### src/rtl/fetch_pc_unit.sv
// Program counter and instruction-fetch sequencer feeding execution_control.
// Optional performance counters are enabled by defining IFU_PERF_COUNT_EN.
module fetch_pc_unit #(
    parameter logic [31:0] RESET_PC = 32'h0000_0000,
    parameter int unsigned MAX_WAIT = 16
) (
    input  logic        clk,
    input  logic        rst_n,
    input  logic        start,
    input  logic        halt_req,
    output logic        imem_req,
    output logic [31:0] imem_addr,
    input  logic        imem_ack,
    input  logic [31:0] imem_rdata,
    output logic [31:0] pc,
    output logic [31:0] instruction,
    output logic        instr_valid,
    input  logic        pc_write,
    input  logic [31:0] next_pc,
    output logic        halted,
    output logic        fault,
    output logic [1:0]  fault_code
`ifdef IFU_PERF_COUNT_EN
    ,
    output logic [31:0] retired_count,
    output logic [31:0] stall_cycles
`endif
);

    typedef enum logic [2:0] {
        S_IDLE,
        S_REQ,
        S_WAIT,
        S_EXEC,
        S_HALT,
        S_FAULT
    } state_t;

    localparam logic [1:0] FC_NONE     = 2'd0;
    localparam logic [1:0] FC_TIMEOUT  = 2'd1;
    localparam logic [1:0] FC_MISALIGN = 2'd2;

    // Value the counter holds on the last permitted WAIT cycle: after
    // MAX_WAIT unacknowledged WAIT cycles the fetch is declared dead.
    localparam logic [7:0] WAIT_LAST = 8'(MAX_WAIT - 1);

    state_t     state;
    logic [7:0] wait_cnt;

    assign imem_addr = pc;

    // NOTE: all state and registered outputs use non-blocking assignments so
    // every branch below sees the pre-edge values, regardless of statement order.
    always_ff @(posedge clk or negedge rst_n) begin
        if (!rst_n) begin
            state       <= S_IDLE;
            pc          <= RESET_PC;
            instruction <= '0;
            instr_valid <= 1'b0;
            imem_req    <= 1'b0;
            halted      <= 1'b0;
            fault       <= 1'b0;
            fault_code  <= FC_NONE;
            wait_cnt    <= '0;
        end else begin
            case (state)
                S_IDLE: begin
                    if (start) begin
                        state    <= S_REQ;
                        imem_req <= 1'b1;
                    end
                end

                S_REQ: begin
                    wait_cnt <= '0;
                    if (imem_ack) begin
                        instruction <= imem_rdata;
                        instr_valid <= 1'b1;
                        imem_req    <= 1'b0;
                        state       <= S_EXEC;
                    end else begin
                        state <= S_WAIT;
                    end
                end

                S_WAIT: begin
                    // An ack on the timeout cycle still completes the fetch.
                    if (imem_ack) begin
                        instruction <= imem_rdata;
                        instr_valid <= 1'b1;
                        imem_req    <= 1'b0;
                        state       <= S_EXEC;
                    end else if (wait_cnt == WAIT_LAST) begin
                        imem_req   <= 1'b0;
                        fault      <= 1'b1;
                        fault_code <= FC_TIMEOUT;
                        state      <= S_FAULT;
                    end else begin
                        wait_cnt <= wait_cnt + 8'd1;
                    end
                end

                S_EXEC: begin
                    if (pc_write) begin
                        instr_valid <= 1'b0;
                        if (next_pc[1:0] != 2'b00) begin
                            fault      <= 1'b1;
                            fault_code <= FC_MISALIGN;
                            state      <= S_FAULT;
                        end else begin
                            pc <= next_pc;
                            if (halt_req) begin
                                halted <= 1'b1;
                                state  <= S_HALT;
                            end else begin
                                imem_req <= 1'b1;
                                state    <= S_REQ;
                            end
                        end
                    end
                end

                S_HALT: begin
                    if (start) begin
                        halted   <= 1'b0;
                        imem_req <= 1'b1;
                        state    <= S_REQ;
                    end
                end

                S_FAULT: begin
                    state <= S_FAULT;
                end

                default: begin
                    state <= S_IDLE;
                end
            endcase
        end
    end

`ifdef IFU_PERF_COUNT_EN
    always_ff @(posedge clk or negedge rst_n) begin
        if (!rst_n) begin
            retired_count <= '0;
            stall_cycles  <= '0;
        end else begin
            if (state == S_EXEC && pc_write && next_pc[1:0] == 2'b00) begin
                retired_count <= retired_count + 32'd1;
            end
            if (state == S_WAIT || (state == S_EXEC && !pc_write)) begin
                stall_cycles <= stall_cycles + 32'd1;
            end
        end
    end
`endif

endmodule

### config.mk
export PLATFORM = sky130hd
export DESIGN_NAME = fetch_pc_unit
export DESIGN_NICKNAME = d
export VERILOG_FILES = /design/src/rtl/fetch_pc_unit.sv
export SDC_FILE = /design/constraint.sdc
export NUM_CORES = 1
export LEC_CHECK = 0
export ABC_AREA = 1
export CAP_MARGIN = 15
export CORE_UTILIZATION = 45
export DETAILED_ROUTE_END_ITERATION = 12
export GPL_TIMING_DRIVEN = 0
export PLACE_DENSITY = 0.86
export SLEW_MARGIN = 30
export SYNTH_ARGS = -nofsm -noshare
export SYNTH_HDL_FRONTEND = slang
export SYNTH_SLANG_ARGS = --single-unit
### constraint.sdc
create_clock -name clk -period 2.4 [get_ports clk]
set_input_delay 0.48 -clock clk [delete_from_list [all_inputs] [get_ports clk]]
set_output_delay 0.48 -clock clk [all_outputs]
set_load 0.01 [all_outputs]
==> results.toml, run 1 <==
[outcome]
status = "finished clean"

[run]
cap_violations = 0

[drt]
wl_per_cell_um = 13.3
ant_nets = 0
drtIter0Drc = 136
drc_errors = 0
first_pass_iters = 4
viasPerCell = 4.72
wl_um = 9970
vias = 3537

[clocking]
cts_tree = "yes"
clock_sinks = 81
cts.path.max_buffers = 2
clk_pin_slew_worst_paths_ns = 0.09
clock_latency_ns = 0.35
postCtsSetupBuffers = 0
cts_max_level = 3
cts_root_buf = "clkbuf_8"
cts_made_buffers = 9

[setup_path]
critPathKind = "reg -> out"
worstSetupStartpointType = "flop"
cp.required_ns = 1.92
r2r_setup_slack_ns = 0.75
path_buf_inv = 2
rr_startpoint = "state[0]"
crit_slowest_cell = "clkdlybuf4s50_1"
worst-endpoint-arrival_ns = 1.41
crit_chain = "buf_4 > clkdlybuf4s50_1"
path_max_fanout = 3
cpPeakStageDelay_ns = 0.52
r2r-end = "wait_cnt[7]"
cpLargestDelayFamily = "buffers and inverters"
ff2ff_path_depth = 8
critPathCaptureType = "output pin"

[timing]
setup_viol_count_final = 0
hold_ws_ns = 0.493
hold_viol = 0
tightest_slew_ns = 0.425
finalCritPeriodShare = 0.788
rsz0062_at_grt = "no"
tns_ns = 0
layout_min_cycle_time_ns = 1.89
fmax_mhz = 528
slew_headroom = 0.716
clock_skew_ns = 0.0115
slew_viol_final = 0

[final_layout]
n_fill_cell = 567
final_cells = 750
antennaDiodeCount = 0
design_area_um2 = 5800
layout-drive-gt1-share = 0.111
synthToLayoutAreaGrowth_pct = 56.1
final_net_count = 714

[power_and_ir_drop]
total_power_mw = 6.77
power.density_nw_per_um2 = 1170
ir_drop_mv = 0.544
cellLeakagePower_nw = 2.95

[synth]
synth_largest_area_cell = "dfrtp_1"
yosysWarnings = 0
synth_xor_area_frac = 0.00471
syn_area_per_cell_um2 = 8.10
postSynthCellCount = 459
synthMuxAreaShare = 0
synth_edf_count = 0
yosysSeqAreaShare = 0.545
synth.most_common_cell = "nand2_1"
synth_area_um2 = 3720
yosys.area_share.adder = 0.00337
ys_seq_elements = 81
synth_top_family_by_area = "simple AND/OR/NAND/NOR gates"
mappedNetlistNets = 530
synthArstFlopShare = 1.00
synth_top_flop_cell = "dfrtp_1"
synth_compound_area_frac = 0.0586
synth_area_leaders = "dfrtp_1 (55%), nand2_1 (19%), buf_4 (7.3%)"
synth_simple_gate_area_frac = 0.242
synth_commonest_cells = "nand2_1 (184), dfrtp_1 (81), inv_1 (54)"
synth_top_area_share = 0.545
synth.distinct_cells = 21

[worst_hold_path]
worstHoldEndpoint = "fault"
hold_path.class = "reg -> reg"
worstHoldStart = "fault"
hold_path_depth = 2

[place]
place.gp.congestion = 0.862
placed_area_um2 = 5580
numPortBuffers = 171
dp_hpwl_um = 7730
dp.cells = 733

[global_route]
grt_start_max_net_pins = 60
first_global_vias = 3381
grt_antenna_before_repair = 0
overflow = 0
globalRouteTotalUtil = 0.240
grt_pass1_wl_um = 16100

[floorplan]
dieArea_um2 = 8630
die-width_um = 92.9
pin_count = 172
fp.dieH_um = 92.9
start_util = 0.474
coreArea_um2 = 7850
row_count = 32
==> layer usage <==
| layer | track usage | up-vias | routed length, µm |
|---|---|---|---|
| met1 | 0.291 | 1659 | 4000 |
| met3 | 0.0558 | 9 | 769 |
| met2 | 0.415 | 144 | 5100 |
| met5 | 0 | - | 0 |
| li1 | - | 1725 | - |
| met4 | 0.0885 | 0 | 105 |
==> layout make-up <==
type / instances / area, µm² / share of cell area
Multi-Input combinational cell: 273 / 1150 / 0.198
Clock buffer: 9 / 124 / 0.0214
Inverter: 58 / 218 / 0.0375
Tap cell: 102 / 128 / 0.0220
Timing Repair Buffer: 173 / 1750 / 0.302
Buffer: 47 / 323 / 0.0556
Clock inverter: 7 / 83.8 / 0.0144
Sequential cell: 81 / 2030 / 0.349
==> worst min-delay path: cells and delay by family (launching register included) <==
family,cells,cell delay (ns)
buffers and inverters,1,0.05
and+or+nand+nor,1,0.06
DFF,1,0.35
==> stage by stage <==
| stage | utilization | setup slack (ns) |
|---|---|---|
| floorplan | - | 1.05 |
| global placement | 0.708 | -1.92 |
| detailed placement | 0.712 | 0.516 |
| CTS | 0.739 | 0.487 |
| global route | 0.739 | 0.460 |
| finish | 0.739 | 0.508 |
==> repair_timing <==
action                                  in CTS  in global routing
hold buffers                                 1                  0
endpoints found under the setup margin       0                  0
resized for setup                            0                  0
endpoints found under the hold margin       22                  0
==> kinds of logic (layout without fill, tap and decap cells) <==
family | count (synthesis) | in the layout
buffers and inverters | 105 | 294
AO/OA/AOI/OAI | 42 | 42
adder cells (fa/ha/maj) | 1 | 1
flip-flops | 81 | 81
AND/OR/NAND/NOR | 228 | 228
XOR/XNOR | 2 | 2
==> flip-flops by register name (all words and copies together), names as in the netlist, 2 cells and up <==
signal / cells
imem_addr: 32
fault_code: 2
instruction: 32
wait_cnt: 8
state: 3
==> where the power goes <==
group	internal [mW]	leakage, nW	switching [mW]	total [mW]
combinational	1.95	1.82	1.49	3.44
clock	0.501	0.103	0.535	1.04
sequential	1.91	1.03	0.381	2.29
==> cell usage in the layout, fill, tap and decap left out <==
cell	instances
nand4_1	1
clkbuf_1	2
buf_16	1
dlygate4sd3_1	1
ha_1	1
nor2_1	23
buf_4	36
inv_1	54
nand2_1	184
clkdlybuf4s50_1	170
o21ai_0	35
nand3_1	14
dfrtp_1	81
clkinvlp_4	1
a21oi_1	1
o21ai_2	1
xor2_1	2
nor3b_1	2
clkinv_4	1
clkbuf_8	9
buf_2	9
inv_2	4
nand3_2	1
nand2_2	2
inv_6	3
inv_8	1
o2111ai_1	1
nor3_2	1
o21ai_1	4
buf_6	1
bufinv_16	1
==> worst max-delay path by stage <==
stage / from / end / slack [ns] / cells past startpoint
2_1_floorplan: state[0] / wait_cnt[5] / 1.05 / 8
3_3_place_gp: rst_n / imem_addr[30] / -1.92 / 1
3_5_place_dp: imem_ack / wait_cnt[5] / 0.52 / 7
4_1_cts: imem_addr[7] / pc[7] / 0.49 / 2
5_1_grt: imem_addr[22] / pc[22] / 0.46 / 2
6_report: imem_addr[7] / pc[7] / 0.51 / 2
(Power assumes the default switching activity.)
==> run 2: changes to the inputs <==
Settings changed: CORE_UTILIZATION 45 to 41, PLACE_DENSITY 0.86 to 0.8.
Clock period 2.4 ns to 1.8 ns, I/O delays scaled along.
==> run 2 against run 1 <==
Register-to-register slack worse by 0.56 ns. Die area up 9.5%. Sequential share of layout area about the same. Clock-buffer cell count up 2. Hold slack worse by 0.038 ns. Largest power group unchanged. Clock power up 22%. Clock skew about the same. First-iteration DRC count up 25%. Worst setup slack worse by 0.45 ns.
==> results.toml, run 2 (synthesis results as in run 1) <==
[outcome]
status = "finished clean"

[timing]
slew_headroom = 0.724
finalCritPeriodShare = 0.970
slew_viol_final = 0
fmax_mhz = 573
hold_viol = 0
hold_ws_ns = 0.455
tns_ns = 0
tightest_slew_ns = 0.414
setup_viol_count_final = 0
layout_min_cycle_time_ns = 1.75
rsz0062_at_grt = "no"
clock_skew_ns = 0.0113

[global_route]
grt_start_max_net_pins = 55
grt_pass1_wl_um = 16300
globalRouteTotalUtil = 0.216
grt_antenna_before_repair = 0
overflow = 0
first_global_vias = 3404

[floorplan]
dieArea_um2 = 9450
die-width_um = 97.2
coreArea_um2 = 8760
pin_count = 172
fp.dieH_um = 97.2
row_count = 34
start_util = 0.424

[drt]
viasPerCell = 4.60
vias = 3489
ant_nets = 0
wl_um = 9770
first_pass_iters = 4
drc_errors = 0
drtIter0Drc = 170
wl_per_cell_um = 12.9

[clocking]
cts_made_buffers = 9
clock_latency_ns = 0.34
cts_tree = "yes"
clock_sinks = 81
cts_root_buf = "clkbuf_8"
cts.path.max_buffers = 2
clk_pin_slew_worst_paths_ns = 0.08
cts_max_level = 3

[setup_path]
worst-endpoint-arrival_ns = 1.39
path_buf_inv = 2
path_max_fanout = 3
critPathKind = "reg -> out"
cpPeakStageDelay_ns = 0.52
crit_slowest_cell = "clkdlybuf4s50_1"
crit_chain = "buf_4 > clkdlybuf4s50_1"
worstSetupStartpointType = "flop"
cpLargestDelayFamily = "buffers and inverters"
critPathCaptureType = "output pin"
r2r_setup_slack_ns = 0.19
cp.required_ns = 1.44

[final_layout]
synthToLayoutAreaGrowth_pct = 56.3
layout-drive-gt1-share = 0.112
n_fill_cell = 723
mostFrequentLayoutCells = "nand2_1 (184), clkdlybuf4s50_1 (169), dfrtp_1 (81)"
antennaDiodeCount = 0
final_net_count = 716
final_common_cell = "nand2_1"

[power_and_ir_drop]
netSwitchingPower_mw = 3.09
switching_share = 0.347
pwr-share-clk = 0.142
power_frac_comb = 0.515
ir_drop_mv = 0.672
seq_power_share = 0.343
cellLeakagePower_nw = 2.97
p_int_mw = 5.82
power.density_nw_per_um2 = 1530

[worst_hold_path]
hold_path.class = "in -> async"

[place]
place.gp.congestion = 0.853
dp_hpwl_um = 7450
numPortBuffers = 171

[run]
cap_violations = 0
-- run 2: cell types whose count changed in the layout (fill, tap and decap cells not counted) --
cell,change
inv_8,-1
inv_6,-3
buf_4,+2
dlymetal6s2s_1,+1
clkbuf_1,+2
clkinv_2,+2
clkdlybuf4s50_1,-1
nor2_1,-1
nor2_2,+1
-- run 2: timing repair --
item / in CTS / in global routing
resized for setup: 0 / 2
setup endpoints to repair: 0 / 7
setup buffers: 0 / 2
hold endpoints to repair: 27 / 0
hold buffers: 1 / 0
-- run 2: stage by stage --
| stage | total power [mW] | utilization | worst slack [ns] | instances | cell area [µm²] |
|---|---|---|---|---|---|
| 2_1_floorplan | 5.09 | - | 0.446 | 459 | 3720 |
| 5_1_grt | 9.54 | 0.663 | 0.00498 | 758 | 5810 |
| 4_1_cts | 8.99 | 0.661 | 0.0310 | 756 | 5790 |
| 3_3_place_gp | 7.52 | 0.635 | -2.55 | 738 | 5560 |
| 3_5_place_dp | 7.67 | 0.638 | 0.0363 | 739 | 5590 |
| 6_report | 8.91 | 0.663 | 0.0539 | 758 | 5810 |
-- run 2: path summary, 6_finish.rpt --
check                             start         endpoint  cells after the start
setup / recovery           imem_addr[1]            pc[1]                      2
hold / removal                    rst_n  instruction[25]                      2
setup reg to reg               state[2]      wait_cnt[3]                      8
hold reg to reg                   fault            fault                      2
max in group asynchronous         rst_n    imem_addr[29]                      3
min in group clk                  fault            fault                      2
-- run 2: power groups by stage --
stage / sequential [mW] / clock [mW] / combinational, mW
2_1_floorplan: 3.34 / 0 / 1.76
3_3_place_gp: 3.05 / 0 / 4.47
3_5_place_dp: 3.07 / 0 / 4.60
4_1_cts: 3.05 / 1.32 / 4.62
5_1_grt: 3.15 / 1.40 / 4.99
6_report: 3.05 / 1.27 / 4.59
-- run 2: cell type report --
class                      instances  area (µm²)  area share
inverter                          58         218      0.0375
tap                              108         135      0.0233
clock inverter                     5        56.3     0.00969
sequential                        81        2030       0.349
multi-input combinational        273        1150       0.198
buffer                            47         323      0.0556
clock buffer                      11         131      0.0226
timing repair buffer             175        1770       0.304
-- run 2: routing by layer --
metal	GRT usage	routed length, µm	vias to the layer above
met5	0	0	-
met4	0.0551	90	0
met3	0.0604	656	6
met2	0.368	4980	138
met1	0.269	4040	1619
li1	-	-	1726
-- run 2: worst register-to-register path, delay by kind of cell, from the launching register on --
kind | cells | cell delay [ns]
AND/OR/NAND/NOR | 6 | 0.81
flip-flops | 1 | 0.46
buffers and inverters | 2 | 0.24
==> run 3: changes to the inputs <==
Settings changed: REMOVE_ABC_BUFFERS from default to 1.
==> run 3 against run 2 <==
Worst setup slack better by 0.045 ns. Power is 2.5% lower. Utilization is 2.5 points lower. Clock skew is 0.0048 ns higher. Die area stayed put. Final cell count is 6.1% lower. Clock-buffer cell count is 1 lower. Clock power is 11% higher. Critical path depth is 1 lower. Combinational power is 9.2% lower. Critical path type unchanged.
==> results.toml, run 3 (synthesis results as in run 1) <==
[clocking]
cts_root_buf = "clkbuf_8"
cts_tree = "yes"
cts.path.max_buffers = 2
cts_max_level = 3
cts_made_buffers = 9
clock_latency_ns = 0.34
clk_pin_slew_worst_paths_ns = 0.09
clock_sinks = 81

[drt]
drc_errors = 0
wl_per_cell_um = 13.6
vias = 3320
first_pass_iters = 7
ant_nets = 0
drtIter0Drc = 159
wl_um = 9690
viasPerCell = 4.66

[timing]
layout_min_cycle_time_ns = 1.70
slew_headroom = 0.673
setup_viol_count_final = 0
rsz0062_at_grt = "no"
slew_viol_final = 0
hold_viol = 0
clock_skew_ns = 0.0162
finalCritPeriodShare = 0.945
tightest_slew_ns = 0.488
fmax_mhz = 588

[worst_hold_path]
hold_path.class = "in -> async"

[setup_path]
crit_slowest_cell = "clkdlybuf4s50_1"
cpLargestDelayFamily = "buffers and inverters"
rr_startpoint = "state[2]"
crit_path_start = "imem_addr[8]"
critPathKind = "reg -> out"
path_max_fanout = 3
worst-endpoint-arrival_ns = 1.34
cp.depth = 1
cpPeakStageDelay_ns = 0.58
critPathCaptureType = "output pin"
crit_chain = "clkdlybuf4s50_1"
ff2ff_path_depth = 7
worstSetupStartpointType = "flop"
cp.required_ns = 1.44
path_buf_inv = 1

[global_route]
grt_start_max_net_pins = 68
globalRouteTotalUtil = 0.206
grt_pass1_wl_um = 15600
grt_antenna_before_repair = 0
first_global_vias = 3321
overflow = 0

[final_layout]
layout-drive-gt1-share = 0.0530
final_common_cell = "nand2_1"
design_area_um2 = 5590
final_net_count = 671
synthToLayoutAreaGrowth_pct = 50.5
antennaDiodeCount = 0
mostFrequentLayoutCells = "nand2_1 (183), clkdlybuf4s50_1 (170), dfrtp_1 (81)"

[place]
dp_hpwl_um = 7070
place.gp.congestion = 0.864
numPortBuffers = 171
placed_area_um2 = 5330

[floorplan]
dieArea_um2 = 9450
fp.dieH_um = 97.2
coreArea_um2 = 8760
row_count = 34
die-width_um = 97.2
pin_count = 172
start_util = 0.424

[power_and_ir_drop]
cellLeakagePower_nw = 2.78
ir_drop_mv = 0.829
power.density_nw_per_um2 = 1550
total_power_mw = 8.68

[run]
cap_violations = 0

[outcome]
status = "finished clean"
## run 3: cell types whose count changed in the layout (fill, tap and decap cells not counted), sizes merged
cell           previous run  this run
buf                      49         5
bufinv                    1         2
clkbuf                   13        10
clkdlybuf4s50           169       170
dlymetal6s2s              1         0
inv                      58        57
nand2                   186       187
## run 3: metal layers
metal | up-vias | track usage | share of wire | wire (µm)
li1 | 1629 | - | - | -
met1 | 1574 | 0.237 | 0.39 | 3820
met2 | 106 | 0.369 | 0.54 | 5200
met3 | 11 | 0.0612 | 0.057 | 551
met4 | 0 | 0.0631 | 0.012 | 121
met5 | - | 0 | 0 | 0
## run 3: path summary, 6_finish.rpt
check / slack, ns / endpoint
worst max-delay path: 0.1 / pc[8]
worst min-delay path: 0.40 / imem_addr[26]
worst max register to register: 0.12 / imem_addr[3]
worst min register to register: 0.48 / fault_code[0]
max in group asynchronous: 0.83 / instruction[7]
min in group clk: 0.48 / fault_code[0]
## run 3: cell type report
| type | instances | area (µm²) |
|---|---|---|
| timing repair buffer | 176 | 1810 |
| fill | 732 | 3170 |
| tap | 108 | 135 |
| clock inverter | 5 | 81.3 |
| inverter | 58 | 230 |
| clock buffer | 10 | 128 |
| multi-input combinational | 274 | 1180 |
| sequential | 81 | 2030 |
## run 3: report_power, final
| group | total, mW | switching (mW) | internal, mW | leakage, nW |
|---|---|---|---|---|
| logic | 4.17 | 1.87 | 2.30 | 1.65 |
| registers | 3.11 | 0.553 | 2.55 | 1.03 |
| clock network | 1.41 | 0.635 | 0.775 | 0.102 |
| total | 8.68 | 3.06 | 5.63 | 2.78 |
## run 3: timing repair
| action | 4_1_cts | 5_1_grt |
|---|---|---|
| setup endpoints to repair | 32 | 47 |
| setup buffers | 0 | 1 |
| gates cloned | 0 | 1 |
| pin swaps | 0 | 2 |
| hold buffers | 1 | 0 |
| resized for setup | 4 | 5 |
| endpoints found under the hold margin | 14 | 0 |
## run 3: stage by stage
step / hold WS (ns) / worst slack [ns] / util / std cells / setup TNS, ns
after global routing: 0.399 / 0.0154 / 0.638 / 712 / 0
after detailed placement: 0.197 / -0.948 / 0.608 / 694 / -27.89
after CTS: 0.393 / 0.0414 / 0.635 / 710 / 0
final: 0.397 / 0.0991 / 0.638 / 712 / 0
after floorplan: 0.0644 / -0.296 / - / 412 / -10.20
after global placement: 0.449 / -2.53 / 0.598 / 691 / -260.66
